`config.mk`:
```
export PLATFORM = sky130hd
export DESIGN_NAME = data_mem_pipe
export DESIGN_NICKNAME = d
export VERILOG_FILES = /design/src/rtl/data_mem_pkg.sv /design/src/rtl/data_mem_core.sv /design/src/rtl/data_mem_pipe.sv
export SDC_FILE = /design/constraint.sdc
export NUM_CORES = 2
export LEC_CHECK = 0
export CAP_MARGIN = 20
export CELL_PAD_IN_SITES_DETAIL_PLACEMENT = 1
export CELL_PAD_IN_SITES_GLOBAL_PLACEMENT = 1
export CORE_ASPECT_RATIO = 0.8
export CORE_MARGIN = 2
export CORE_UTILIZATION = 49
export CTS_BUF_LIST = sky130_fd_sc_hd__clkbuf_8
export CTS_CLUSTER_DIAMETER = 40
export DETAILED_ROUTE_END_ITERATION = 10
export GPL_ROUTABILITY_DRIVEN = 0
export PLACE_DENSITY = 0.77
export SYNTH_ARGS = -nofsm -noshare
export SYNTH_HDL_FRONTEND = slang
export SYNTH_HIERARCHICAL = 1
export SYNTH_SLANG_ARGS = --single-unit
```
`constraint.sdc`:
```
create_clock -name clk -period 5.6 [get_ports clk]
set_clock_uncertainty 0.1 [all_clocks]
set_input_delay 1.12 -clock clk [delete_from_list [all_inputs] [get_ports clk]]
set_output_delay 1.12 -clock clk [all_outputs]
set_load 0.02 [all_outputs]
```
`src/rtl/data_mem_pkg.sv`:
```
// data_mem_pkg: shared types and constants for the data_mem_pipe memory.
//   mem_state_t : controller state (CLEAR = clear engine owns the write port,
//                 READY = requests accepted)
//   LW_DEFAULT  : default lane width in bits
package data_mem_pkg;

    typedef enum logic {
        CLEAR = 1'b0,
        READY = 1'b1
    } mem_state_t;

    localparam int LW_DEFAULT = 8;

endpackage : data_mem_pkg

```
`src/rtl/data_mem_core.sv`:
```
// data_mem_core: storage array with a lane-masked write port and a registered
// (one-cycle latency) read port.
//   clk      : clock, all state on rising edge
//   rst_n    : synchronous active-low reset (clears the read response only)
//   wr_en    : write strobe
//   wr_addr  : write address
//   wr_data  : write data, LANES lanes of LW bits
//   wr_mask  : per-lane write enable
//   rd_en    : read strobe; response appears on rd_valid/rd_data next cycle
//   rd_addr  : read address
//   rd_valid : one-cycle pulse per read
//   rd_data  : read data, held between reads
module data_mem_core
    import data_mem_pkg::*;
#(
    parameter int LW    = LW_DEFAULT,
    parameter int LANES = 1,
    parameter int A     = 8
) (
    input  logic                clk,
    input  logic                rst_n,
    input  logic                wr_en,
    input  logic [A-1:0]        wr_addr,
    input  logic [LW*LANES-1:0] wr_data,
    input  logic [LANES-1:0]    wr_mask,
    input  logic                rd_en,
    input  logic [A-1:0]        rd_addr,
    output logic                rd_valid,
    output logic [LW*LANES-1:0] rd_data
);

    localparam int W     = LW * LANES;
    localparam int DEPTH = 2 ** A;

    logic [W-1:0] mem [DEPTH];

    logic         rd_valid_d, rd_valid_q;
    logic [W-1:0] rd_data_d,  rd_data_q;

    // Storage carries no reset; known contents come from the clear engine.
    always_ff @(posedge clk) begin
        for (int i = 0; i < LANES; i++) begin
            if (wr_en && wr_mask[i]) begin
                mem[wr_addr][i*LW +: LW] <= wr_data[i*LW +: LW];
            end
        end
    end

    // The array is sampled before this edge's write lands, so a write in
    // cycle N is visible to a read issued in cycle N+1.
    always_comb begin
        rd_valid_d = rd_en;
        rd_data_d  = rd_data_q;
        if (rd_en) begin
            rd_data_d = mem[rd_addr];
        end
    end

    always_ff @(posedge clk) begin
        if (!rst_n) begin
            rd_valid_q <= 1'b0;
            rd_data_q  <= '0;
        end else begin
            rd_valid_q <= rd_valid_d;
            rd_data_q  <= rd_data_d;
        end
    end

    assign rd_valid = rd_valid_q;
    assign rd_data  = rd_data_q;

endmodule : data_mem_core

```
`src/rtl/data_mem_pipe.sv`:
```
// data_mem_pipe: data memory with lane-masked writes, 1-cycle registered reads,
// a valid/ready request port and a hardware clear engine.
//   clk       : clock
//   Reset     : synchronous active-low reset
//   ReqValid  : request present
//   ReqReady  : request accepted this cycle when ReqValid is also high
//   ReqWrite  : 1 = write, 0 = read
//   ReqAddr   : entry address
//   ReqData   : write data
//   ReqMask   : per-lane write enable (ignored on reads)
//   ClearReq  : pulse, starts a runtime clear (ignored while clearing)
//   RespValid : one-cycle pulse carrying read data
//   RespData  : read data, holds last read value
//   Busy      : clear in progress
//   DbgState  : controller state, for observation only
//
// Handshake: a request transfers on every rising edge where ReqValid and
// ReqReady are both high. ReqReady depends only on the controller state, never
// on ReqValid, and stays high in READY so one request can transfer per cycle.
// Read responses cannot be back-pressured.
module data_mem_pipe
    import data_mem_pkg::*;
#(
    parameter int LW      = LW_DEFAULT,
    parameter int LANES   = 1,
    parameter int A       = 8,
    parameter bit CLR_RST = 1'b1
) (
    input  logic                clk,
    input  logic                Reset,
    input  logic                ReqValid,
    output logic                ReqReady,
    input  logic                ReqWrite,
    input  logic [A-1:0]        ReqAddr,
    input  logic [LW*LANES-1:0] ReqData,
    input  logic [LANES-1:0]    ReqMask,
    input  logic                ClearReq,
    output logic                RespValid,
    output logic [LW*LANES-1:0] RespData,
    output logic                Busy,
    output mem_state_t          DbgState
);

    localparam int         W        = LW * LANES;
    localparam logic [A-1:0] CLR_LAST = {A{1'b1}};

    mem_state_t   state_d, state_q;
    logic [A-1:0] clr_ptr_d, clr_ptr_q;

    logic         accept;
    logic         wr_en;
    logic [A-1:0] wr_addr;
    logic [W-1:0] wr_data;
    logic [LANES-1:0] wr_mask;
    logic         rd_en;

    assign Busy     = (state_q == CLEAR);
    assign ReqReady = (state_q == READY);
    assign DbgState = state_q;
    assign accept   = ReqValid && ReqReady;

    // Write port is owned by the clear engine while clearing, otherwise by
    // accepted write requests. Nothing is written while reset is held.
    always_comb begin
        wr_en   = 1'b0;
        wr_addr = ReqAddr;
        wr_data = ReqData;
        wr_mask = ReqMask;
        rd_en   = 1'b0;
        if (Reset) begin
            if (state_q == CLEAR) begin
                wr_en   = 1'b1;
                wr_addr = clr_ptr_q;
                wr_data = '0;
                wr_mask = {LANES{1'b1}};
            end else begin
                wr_en = accept && ReqWrite;
                rd_en = accept && !ReqWrite;
            end
        end
    end

    // A request accepted alongside ClearReq completes normally; the clear
    // starts on the following cycle from address 0.
    always_comb begin
        state_d   = state_q;
        clr_ptr_d = clr_ptr_q;
        case (state_q)
            CLEAR: begin
                clr_ptr_d = clr_ptr_q + A'(1);
                if (clr_ptr_q == CLR_LAST) begin
                    state_d = READY;
                end
            end
            READY: begin
                if (ClearReq) begin
                    state_d   = CLEAR;
                    clr_ptr_d = '0;
                end
            end
            default: begin
                state_d   = READY;
                clr_ptr_d = '0;
            end
        endcase
    end

    always_ff @(posedge clk) begin
        if (!Reset) begin
            state_q   <= CLR_RST ? CLEAR : READY;
            clr_ptr_q <= '0;
        end else begin
            state_q   <= state_d;
            clr_ptr_q <= clr_ptr_d;
        end
    end

    data_mem_core #(
        .LW    (LW),
        .LANES (LANES),
        .A     (A)
    ) u_core (
        .clk      (clk),
        .rst_n    (Reset),
        .wr_en    (wr_en),
        .wr_addr  (wr_addr),
        .wr_data  (wr_data),
        .wr_mask  (wr_mask),
        .rd_en    (rd_en),
        .rd_addr  (ReqAddr),
        .rd_valid (RespValid),
        .rd_data  (RespData)
    );

endmodule : data_mem_pipe

```
==> flow_summary_export.csv <==
group,metric,value,unit
status,status,"finished clean",
clocking,hold_buffers,0,
grt,grt_pass1_wl,336300,um
critical_path,cp_max_fo,17,
clocking,cts_max_path_buffers,4,
floorplan,die_w,460.2,um
sta,max_freq,0.2046,GHz
logic_synthesis,synth-edff-count,2048,
min_path,hp-class,"reg2reg",
placement,io_buffers,33,
grt,grt_start_max_net_pins,177,
pwr,seqPwrFrac,56.1,%
grt,antenna_found_initial,11,
clocking,cts_sinks,2066,
logic_synthesis,synth-seq-cells,2066,
critical_path,crit_path_start_kind,"register",
clocking,cts_made_buffers,324,
critical_path,cpMaxStageDelayCell,"dfxtp_1",
sta,setup_viol,0,
logic_synthesis,yosysUniqueCellTypes,76,
logic_synthesis,synthCells,4125,
logic_synthesis,synth_top_area_share,75.37,%
logic_synthesis,yosysTopAreaCell,"edfxtp_1",
clocking,cts_tree,"done",
logic_synthesis,syn_area,81590,um2
sta,period_needed,4.888,ns
sta,maxSlewViolCount,0,
critical_path,setup.worst_path.class,"reg2reg",
sta,max_slew_margin,21.88,%
pwr,internal_power,23.39,mW
layout,drive_gt1_share,20.31,%
layout,finalNetCount,4486,
layout,num-fill-cells,14580,
floorplan,num_rows,133,
grt,overflow,0,
clocking,clk_latency,1.01,ns
logic_synthesis,async_flop_share,0,%
grt,grt_pass1_vias,45890,
pwr,power,30.37,mW
critical_path,crit_chain,"clkinv_1, nor4b_1, and2_1, nor2b_1, o41ai_1, buf_2, a2111oi_0, nand4b_1, o311ai_1",
pwr,irDropWorstVdd,0.2657,mV
drt,vias,44830,
floorplan,io_pins,34,
drt,post-route-drc-count,0,
sta,finalHoldViolCount,0,
sta,setup_slack,0.7120,ns
clocking,htree_levels,5,
drt,wl_per_cell,34.15,um
layout,syn_to_final_growth,10.96,%
layout,final_common_cell,"edfxtp_1",
logic_synthesis,yosys_warnings,6,
pwr,comb_power_share,5.5,%
floorplan,dieArea,169800,um2
logic_synthesis,postSynthNetCount,4148,
clocking,cts_root_buf,"clkbuf_8",
critical_path,max_stage_delay,0.89,ns
critical_path,cp-end-kind,"register",
drt,drt_wl_total,236300,um
placement,dp_hpwl,149200,um
drt,drt.antenna.violating_nets,0,
pwr,switchingPower,6.974,mW
drt,dr.pass1.iters,6,
logic_synthesis,synth.area.top_cells,"edfxtp_1, mux4_2, mux2i_1",
sta,setup-tns-final,0,ns
clocking,post_cts_resize_count,0,
logic_synthesis,synth-seq-area-share,75.82,%
pwr,p_sw_share,22.97,%
sta,tightest_slew,1.172,ns
floorplan,start_util,49.48,%
placement,pre_cts_ws,0.3656,ns
layout,regArea,61860,um2
layout,layout_common_cells,"edfxtp_1, mux2i_1, clkbuf_8, mux4_2, nor2_1",
critical_path,cp_data_arrival_time,5.73,ns
pwr,powerDensity,335.4,nW/um2
logic_synthesis,synth_flop_cell,"edfxtp_1",
grt,grt_usage,27.75,%
drt,vias_per_cell,6.479,
critical_path,required,6.44,ns
sta,rsz0062_at_grt,"false",
sta,finalHoldWorstSlack,0.3742,ns
logic_synthesis,syn_avg_cell_area,19.78,um2
clocking,clkTransAtPathRegs,0.07,ns
run,maxCapViolations,0,
floorplan,chipHeight,369.0,um
floorplan,coreArea,164900,um2
pwr,power.leakage,29.69,nW
layout,multi_input_area,17640,um2
clocking,cts_setup_buffers,0,
sta,fin_crit_sh,87.28,%
layout,fin_util,54.90,%
pwr,clkPwrFrac,38.4,%
drt,drt_iter0_drc,6427,
[path summary, 6_finish.rpt]
kind / start / endpoint / slack (ns) / cells after the start
setup / recovery: DbgState$_SDFF_PN0_ / u_core/rd_data[0]$_SDFFE_PN0P_ / 0.71 / 9
hold / removal: u_core/rd_data[0]$_SDFFE_PN0P_ / u_core/rd_data[0]$_SDFFE_PN0P_ / 0.37 / 2
setup reg to reg: DbgState$_SDFF_PN0_ / u_core/rd_data[0]$_SDFFE_PN0P_ / 0.71 / 9
hold reg to reg: u_core/rd_data[0]$_SDFFE_PN0P_ / u_core/rd_data[0]$_SDFFE_PN0P_ / 0.37 / 2
[per-stage QoR]
step / std cells / area, um2
2_1_floorplan: 4125 / 81600
3_3_place_gp: 6361 / 84790
3_5_place_dp: 6362 / 84790
4_1_cts: 6913 / 90490
5_1_grt: 6918 / 90530
6_report: 6919 / 90540
[Yosys cell counts, drive strengths merged, types with 3 or more instances]
master	n
a211oi	36
and2	12
nor2b	12
edfxtp	2048
or4	3
nand4	14
dfxtp	18
mux2	11
mux2i	399
a22oi	8
inv	6
nand2	135
and3	4
nand2b	7
nor2	285
or2b	3
or3	5
nor4	4
o2111ai	3
nand3b	5
a2111oi	29
o31ai	6
nand3	35
o21ai	58
buf	170
a21oi	94
o22ai	134
a32oi	3
mux4	329
clkbuf	81
o211ai	5
or3b	3
o221ai	66
a221oi	23
a211o	11
a31oi	7
nor3	25
[power by group through the flow]
| stage | Combinational (mW) | Clock, mW | Sequential [mW] |
|---|---|---|---|
| 2_1_floorplan | 0.987 | 0 | 17.4 |
| 3_3_place_gp | 1.57 | 0 | 17.3 |
| 3_5_place_dp | 1.63 | 0 | 17.3 |
| 4_1_cts | 1.64 | 11.8 | 17.0 |
| 5_1_grt | 1.72 | 12.4 | 17.0 |
| 6_report | 1.67 | 11.7 | 17.0 |
[worst max-delay path: cells and delay by family, from the launching register on]
kind | cells | cell delay [ns]
compound gates | 3 | 0.87
flops | 1 | 0.89
simple gates | 4 | 2.07
buf+inv | 2 | 0.88
[cells by family (layout without fill, tap and decap cells)]
logic type | Yosys count | in the layout | synth area share (%)
DFF | 2066 | 2066 | 75.82
muxes | 739 | 739 | 14.34
and+or+nand+nor | 557 | 557 | 2.957
AOI/OAI and AO/OA | 501 | 501 | 4.249
buffers and inverters | 261 | 824 | 2.619
adders and majority gates | 1 | 1 | 0.01533
other | 0 | 4 | 0
[final cells by class]
| type | count | area share [%] |
|---|---|---|
| Clock buffer | 339 | 5.153 |
| Timing Repair Buffer | 265 | 2.770 |
| Multi-Input combinational cell | 1798 | 19.48 |
| Tap cell | 2227 | 3.078 |
| Antenna cell | 4 | 0.01106 |
| Inverter | 8 | 0.03870 |
| Sequential cell | 2066 | 68.33 |
| Clock inverter | 212 | 1.144 |
[flip-flops by register name, indices dropped and copies added, names as in the netlist]
register / count
DbgState: 1
u_core/mem: 2048
u_core/rd_data: 8
clr_ptr_q: 8
u_core/rd_valid: 1
[routing by layer]
metal	up-vias	track usage, %	wire length, um
met3	534	7.080	28030
met1	23510	39.64	92680
li1	17750	-	-
met5	-	0	23
met2	3021	41.08	106200
met4	4	10.92	9326
(Power assumes the default switching activity.)
